$ cat src/rtl/axis_packet_stream_out.sv
// Packet store-and-forward buffer: accepts AXIS beats, releases only whole committed
// packets as a continuous burst, and discards dropped or oversize packets.
module axis_packet_stream_out #(
  parameter int unsigned AXIS_BYTES     = 1,
  parameter int unsigned AXIS_USER_BITS = 1,
  parameter int unsigned LOG2_DEPTH     = 8,
  parameter int unsigned GAP_CYCLES     = 0
) (
  input  logic                      clk,
  input  logic                      aresetn,
  output logic                      axis_i_tready,
  input  logic                      axis_i_tvalid,
  input  logic                      axis_i_tlast,
  input  logic [AXIS_BYTES*8-1:0]   axis_i_tdata,
  input  logic [AXIS_USER_BITS-1:0] axis_i_tuser,
  input  logic                      axis_i_drop,
  output logic                      o_valid,
  output logic                      o_last,
  output logic [AXIS_BYTES*8-1:0]   o_data,
  output logic [AXIS_USER_BITS-1:0] o_user,
  output logic                      o_dropped
);

  localparam int unsigned Depth = 2 ** LOG2_DEPTH;
  localparam int unsigned DataW = AXIS_BYTES * 8;
  localparam int unsigned PtrW  = LOG2_DEPTH + 1;
  localparam int unsigned GapW  = (GAP_CYCLES > 2) ? $clog2(GAP_CYCLES) : 1;

  typedef enum logic [1:0] {StIdle, StStream, StGap} state_e;

  logic [DataW-1:0]          mem_data [Depth];
  logic [AXIS_USER_BITS-1:0] mem_user [Depth];
  logic                      mem_last [Depth];

  logic [PtrW-1:0] wr_ptr_q, wr_ptr_d, cmt_ptr_q, cmt_ptr_d, rd_ptr_q, rd_ptr_d;
  logic [PtrW-1:0] pkt_cnt_q, pkt_cnt_d;
  logic [GapW-1:0] gap_cnt_q, gap_cnt_d;
  state_e          state_q, state_d;
  logic            discard_q, discard_d, dropped_q, dropped_d, ready_en_q;
  logic            o_valid_q, o_valid_d, o_last_q, o_last_d;
  logic [DataW-1:0]          o_data_q, o_data_d;
  logic [AXIS_USER_BITS-1:0] o_user_q, o_user_d;

  logic full, overflow, accept, drop_eff, wr_en, commit, pkt_dec, rd_last, gap_done;
  logic [LOG2_DEPTH-1:0] wr_idx, rd_idx;

  assign wr_idx   = wr_ptr_q[LOG2_DEPTH-1:0];
  assign rd_idx   = rd_ptr_q[LOG2_DEPTH-1:0];
  assign rd_last  = mem_last[rd_idx];
  assign full     = (wr_ptr_q - rd_ptr_q) == PtrW'(Depth);
  // The packet in progress alone occupies the whole buffer: it can never complete.
  assign overflow = (wr_ptr_q - cmt_ptr_q) == PtrW'(Depth);
  assign axis_i_tready = ready_en_q & (~full | discard_q | overflow);
  assign accept   = axis_i_tvalid & axis_i_tready;
  assign drop_eff = discard_q | axis_i_drop | overflow;
  // The IDLE and first STREAM cycles also count toward the gap, so GAP holds one cycle less.
  assign gap_done = (32'(gap_cnt_q) + 32'd2) >= GAP_CYCLES;

  // Write side: append, commit on tlast, or rewind a discarded packet.
  always_comb begin
    wr_ptr_d  = wr_ptr_q;
    cmt_ptr_d = cmt_ptr_q;
    discard_d = discard_q;
    dropped_d = 1'b0;
    wr_en     = 1'b0;
    commit    = 1'b0;
    if (accept) begin
      if (drop_eff) begin
        if (axis_i_tlast) begin
          wr_ptr_d  = cmt_ptr_q;
          discard_d = 1'b0;
          dropped_d = 1'b1;
        end else begin
          discard_d = 1'b1;
        end
      end else begin
        wr_en    = 1'b1;
        wr_ptr_d = wr_ptr_q + PtrW'(1);
        if (axis_i_tlast) begin
          cmt_ptr_d = wr_ptr_q + PtrW'(1);
          commit    = 1'b1;
        end
      end
    end
  end

  // Read FSM: stream one committed packet per visit, then enforce the inter-packet gap.
  always_comb begin
    state_d   = state_q;
    gap_cnt_d = gap_cnt_q;
    rd_ptr_d  = rd_ptr_q;
    pkt_dec   = 1'b0;
    o_valid_d = 1'b0;
    o_last_d  = 1'b0;
    o_data_d  = o_data_q;
    o_user_d  = o_user_q;
    unique case (state_q)
      StIdle: begin
        if (pkt_cnt_q != '0) state_d = StStream;
      end
      StStream: begin
        o_valid_d = 1'b1;
        o_last_d  = rd_last;
        o_data_d  = mem_data[rd_idx];
        o_user_d  = mem_user[rd_idx];
        rd_ptr_d  = rd_ptr_q + PtrW'(1);
        if (rd_last) begin
          pkt_dec = 1'b1;
          if (GAP_CYCLES > 0) begin
            state_d   = StGap;
            gap_cnt_d = '0;
          end else begin
            state_d = StIdle;
          end
        end
      end
      StGap: begin
        if (gap_done) state_d = StIdle;
        else          gap_cnt_d = gap_cnt_q + GapW'(1);
      end
      default: state_d = StIdle;
    endcase
  end

  // Complete-packet count: commit and final-beat read may coincide.
  always_comb begin
    pkt_cnt_d = pkt_cnt_q;
    unique case ({commit, pkt_dec})
      2'b10:   pkt_cnt_d = pkt_cnt_q + PtrW'(1);
      2'b01:   pkt_cnt_d = pkt_cnt_q - PtrW'(1);
      default: pkt_cnt_d = pkt_cnt_q;
    endcase
  end

  // Beat storage; contents need no reset since pointers gate every read.
  always_ff @(posedge clk) begin
    if (wr_en) begin
      mem_data[wr_idx] <= axis_i_tdata;
      mem_user[wr_idx] <= axis_i_tuser;
      mem_last[wr_idx] <= axis_i_tlast;
    end
  end

  // State registers.
  always_ff @(posedge clk or negedge aresetn) begin
    if (!aresetn) begin
      wr_ptr_q   <= '0;
      cmt_ptr_q  <= '0;
      rd_ptr_q   <= '0;
      pkt_cnt_q  <= '0;
      gap_cnt_q  <= '0;
      state_q    <= StIdle;
      discard_q  <= 1'b0;
      dropped_q  <= 1'b0;
      ready_en_q <= 1'b0;
      o_valid_q  <= 1'b0;
      o_last_q   <= 1'b0;
      o_data_q   <= '0;
      o_user_q   <= '0;
    end else begin
      wr_ptr_q   <= wr_ptr_d;
      cmt_ptr_q  <= cmt_ptr_d;
      rd_ptr_q   <= rd_ptr_d;
      pkt_cnt_q  <= pkt_cnt_d;
      gap_cnt_q  <= gap_cnt_d;
      state_q    <= state_d;
      discard_q  <= discard_d;
      dropped_q  <= dropped_d;
      ready_en_q <= 1'b1;
      o_valid_q  <= o_valid_d;
      o_last_q   <= o_last_d;
      o_data_q   <= o_data_d;
      o_user_q   <= o_user_d;
    end
  end

  assign o_valid   = o_valid_q;
  assign o_last    = o_last_q;
  assign o_data    = o_data_q;
  assign o_user    = o_user_q;
  assign o_dropped = dropped_q;

endmodule

$ cat config.mk
export PLATFORM = sky130hd
export DESIGN_NAME = axis_packet_stream_out
export DESIGN_NICKNAME = d
export VERILOG_FILES = /design/src/rtl/axis_packet_stream_out.sv
export SDC_FILE = /design/constraint.sdc
export NUM_CORES = 2
export LEC_CHECK = 0
export BUFFER_PORTS_ARGS = -buffer_cell sky130_fd_sc_hd__buf_4
export CORE_MARGIN = 4
export CORE_UTILIZATION = 50
export CTS_BUF_LIST = sky130_fd_sc_hd__clkbuf_4
export DETAILED_ROUTE_END_ITERATION = 8
export GPL_ROUTABILITY_DRIVEN = 1
export PLACE_DENSITY_LB_ADDON = 0.12
export SYNTH_ARGS = -nofsm -noshare
export SYNTH_HDL_FRONTEND = slang
export SYNTH_SLANG_ARGS = --single-unit
export TNS_END_PERCENT = 5
$ cat constraint.sdc
create_clock -name clk -period 7 [get_ports clk]
set_clock_uncertainty 0.2 [all_clocks]
set_input_delay 1.75 -clock clk [delete_from_list [all_inputs] [get_ports clk]]
set_output_delay 1.75 -clock clk [all_outputs]
set_load 0.1 [all_outputs]
==> run_results.csv <==
group,metric,value,unit
outcome,status,"finished clean",
synthesis,yosysWarnings,0,
critical_path,worstPathCellList,"inv_1 > ha_1 > and2_1 > o2111ai_1 > and3_1 > o311ai_1 > a2111o_1 > and2_1 > buf_4",
route,ant_nets,0,
route,via_per_inst,6.18,
timing,fin_tns_setup,0,ps
timing,period_needed,6790,ps
synthesis,async_flop_share,0.0195,
critical_path,cp.required,5050,ps
synthesis,ys_types,72,
placed_design,pre_cts_ws,862,ps
placed_design,hpwl,167000,microns
floorplan,die_h,459,microns
synthesis,ys_ff_latch,2611,
synthesis,netlist_area,102000,sq um
cells_and_area,syn2layout_area_growth,13.1,%
placed_design,io_buffers,26,
timing,fmax,147,MHz
critical_path,reg2reg_from,"rd_ptr_q[0]",
power,p_leak,37.3,nW
synthesis,synth_nets,4714,
clock_network,path_clk_slew,60,ps
cells_and_area,drive_gt1_frac,0.362,
critical_path,worst-setup-path-type,"flop to output port",
timing,slew_viol_final,0,
floorplan,coreArea,202000,sq um
timing,hold_viol,0,
timing,rsz0062_at_grt,"false",
cells_and_area,register_area,78200,sq um
route,num_vias,53159,
route,drtIter0Drc,6470,
route,routed_wl,279000,microns
synthesis,synth.area.top_cells,"edfxtp_1 76%, mux4_2 15%, dfrtp_1 1.3%",
clock_network,clk-insertion-delay-late,1340,ps
global_routing,grt_usage,0.266,
cells_and_area,n_fill_cell,15391,
critical_path,critPathMostFrequentCell,"and2_1",
synthesis,synth_edf_count,2560,
clock_network,cts_tree,"built",
timing,worst_slew_pin_slew,1270,ps
timing,finalCritPeriodShare,0.969,
floorplan,pin_count,27,
hold_path,hold_class,"input pin to async pin",
synthesis,synthCells,4670,
floorplan,rows,165,
critical_path,slowest_stage,"dfrtp_1",
timing,slew_headroom,0.155,
synthesis,avgSynthCellArea,21.8,sq um
clock_network,cts_buffers,675,
cells_and_area,nets,5512,
critical_path,critPathLaunchType,"flop",
clock_network,cts-root-buf,"clkbuf_4",
floorplan,start_util,0.503,
placed_design,gp_congestion,0.856,
synthesis,synth_ff_type,"edfxtp_1",
global_routing,overflow,0,
route,routedWlPerCell,32.4,microns
clock_network,clock_sinks,2611,
synthesis,synth-seq-area-share,0.768,
synthesis,synth.top_cell.area_share,0.755,
timing,finalSetupViolCount,0,
cells_and_area,utilization,0.569,
route,drc,0,
clock_network,htreeDepth,6,
global_routing,grt_max_degree,166,
synthesis,synth_area_leader_cell,"edfxtp_1",
floorplan,dieArea,211000,sq um
clock_network,ctsHoldBuffers,0,
clock_network,cts_buffer_depth,4,
floorplan,die_w,459,microns
power,totalPowerFinal,44.4,mW
critical_path,worstSetupEndpointType,"output port",
critical_path,critPathArrivalTime,4840,ps
critical_path,crit_fanout,13,
global_routing,grt_pass1_wl,397000,microns
cells_and_area,multiInputGateArea,22200,sq um
timing,setup_ws,215,ps
global_routing,antenna_found_initial,9,
power,vdd_ir_drop_max,248,uV
critical_path,startpoint,"rd_ptr_q[5]",
job,drv_cap,0,
global_routing,grt_pass1_vias,53806,
route,dr.pass1.iters,7,
critical_path,cpPeakStageDelay,740,ps
power,power_density,386,nW/um^2
==> per-stage QoR <==
step	hold WS, ps	instances	cell area, sq um
floorplan	212	4670	102000
global placement	302	7463	107000
detailed placement	303	7463	107000
CTS	138	8586	115000
global route	205	8592	115000
finish	308	8596	115000
==> worst max-delay path: cells and delay by family, from the launching register on <==
family                   cells  cell delay (ps)
AO/OA/AOI/OAI                3              990
flip-flops                   1              740
buffers and inverters        2              720
AND/OR/NAND/NOR              3              590
adder cells (fa/ha/maj)      1              440
==> worst paths after layout <==
check                      slack, ps  cells after the start       endpoint
setup / recovery                 210                      9  axis_i_tready
setup reg to reg                 740                     18   pkt_cnt_q[8]
hold / removal                   310                      1      o_dropped
hold reg to reg                  320                      1   pkt_cnt_q[8]
max in group asynchronous       5620                      1    rd_ptr_q[0]
min in group clk                 320                      1   pkt_cnt_q[8]
==> cell usage after synthesis (4+ instances only) <==
master,n
o22a_1,6
o41ai_1,5
o22ai_1,25
nand2_1,102
xnor2_1,23
mux4_2,686
nand4_2,4
and2_1,9
nand3_2,4
nor2_1,325
dfrtp_1,51
buf_1,27
nand2b_1,8
ha_1,29
nand4_1,8
a211oi_1,9
inv_1,28
a22oi_1,143
and3_1,9
a221oi_1,20
a31oi_1,13
a311oi_1,4
mux2i_1,55
nor2b_1,12
xor2_1,8
a22o_1,19
nand3_1,28
buf_2,65
a21oi_1,96
buf_6,30
clkbuf_1,109
nor3_1,12
mux2_2,5
edfxtp_1,2560
nor4_1,10
buf_4,30
o21ai_0,31
nand4b_4,7
a21o_1,4
==> power by group <==
part	switching [mW]	internal (mW)
Clock	6.03	6.65
Sequential	0.370	17.3
Combinational	8.52	5.50
==> final cells by class <==
type | instances | share of cell area
Clock buffer | 972 | 0.0634
Tap cell | 2672 | 0.0290
Antenna cell | 10 | 0.000217
Clock inverter | 151 | 0.00724
Timing Repair Buffer | 384 | 0.0276
Inverter | 30 | 0.00102
Multi-Input combinational cell | 1766 | 0.193
Sequential cell | 2611 | 0.679
==> routing by layer <==
layer  vias to the layer above  routed length [microns]  track usage
li1                      21710                        -            -
met1                     28084                   114000        0.384
met2                      2835                   130000        0.399
met3                       524                    26100       0.0683
met4                         6                     9200       0.0973
met5                         -                       40            0
==> registers in the layout, summed over array words and instances (netlist names) <==
name        count
o_valid         1
discard_q       1
o_dropped       1
ready_en_q      1
mem_last      256
rd_ptr_q        9
state_q         1
o_user          1
wr_ptr_q        9
mem_user      256
cmt_ptr_q       9
o_last          1
o_data          8
mem_data     2048
pkt_cnt_q       9
==> cells by family after synthesis <==
group                    after synthesis  share of synthesized area
AO/OA/AOI/OAI                        409                     0.0278
XOR/XNOR                              32                    0.00290
adder cells (fa/ha/maj)               30                    0.00376
buffers and inverters                293                     0.0151
flip-flops                          2611                      0.768
multiplexers                         746                      0.158
other                                  1                  0.0000369
AND/OR/NAND/NOR                      548                     0.0246
==> layout by cell type (no fill, tap or decap), types with 13 or more instances in the layout <==
cell type	synthesis	layout
buf_4	30	356
mux4_2	686	686
a31oi_1	13	13
ha_1	29	29
mux2i_1	55	55
nand2_1	102	90
a221oi_1	20	20
o21ai_0	31	31
inv_1	28	27
nand3_1	28	24
a21oi_1	96	96
buf_12	0	18
a22o_1	19	19
o22ai_1	25	25
clkinv_1	0	116
nor2_1	325	315
xnor2_1	23	23
edfxtp_1	2560	2560
dfrtp_1	51	46
a22oi_1	143	143
clkbuf_4	0	972
==> timing repair <==
action | 4_1_cts | 5_1_grt
endpoints found under the hold margin | 0 | 0
setup endpoints to repair | 1 | 0
buffers inserted | 0 | 0
gates resized for setup | 1 | 0
No activity file was read; power rests on OpenSTA's default activity.
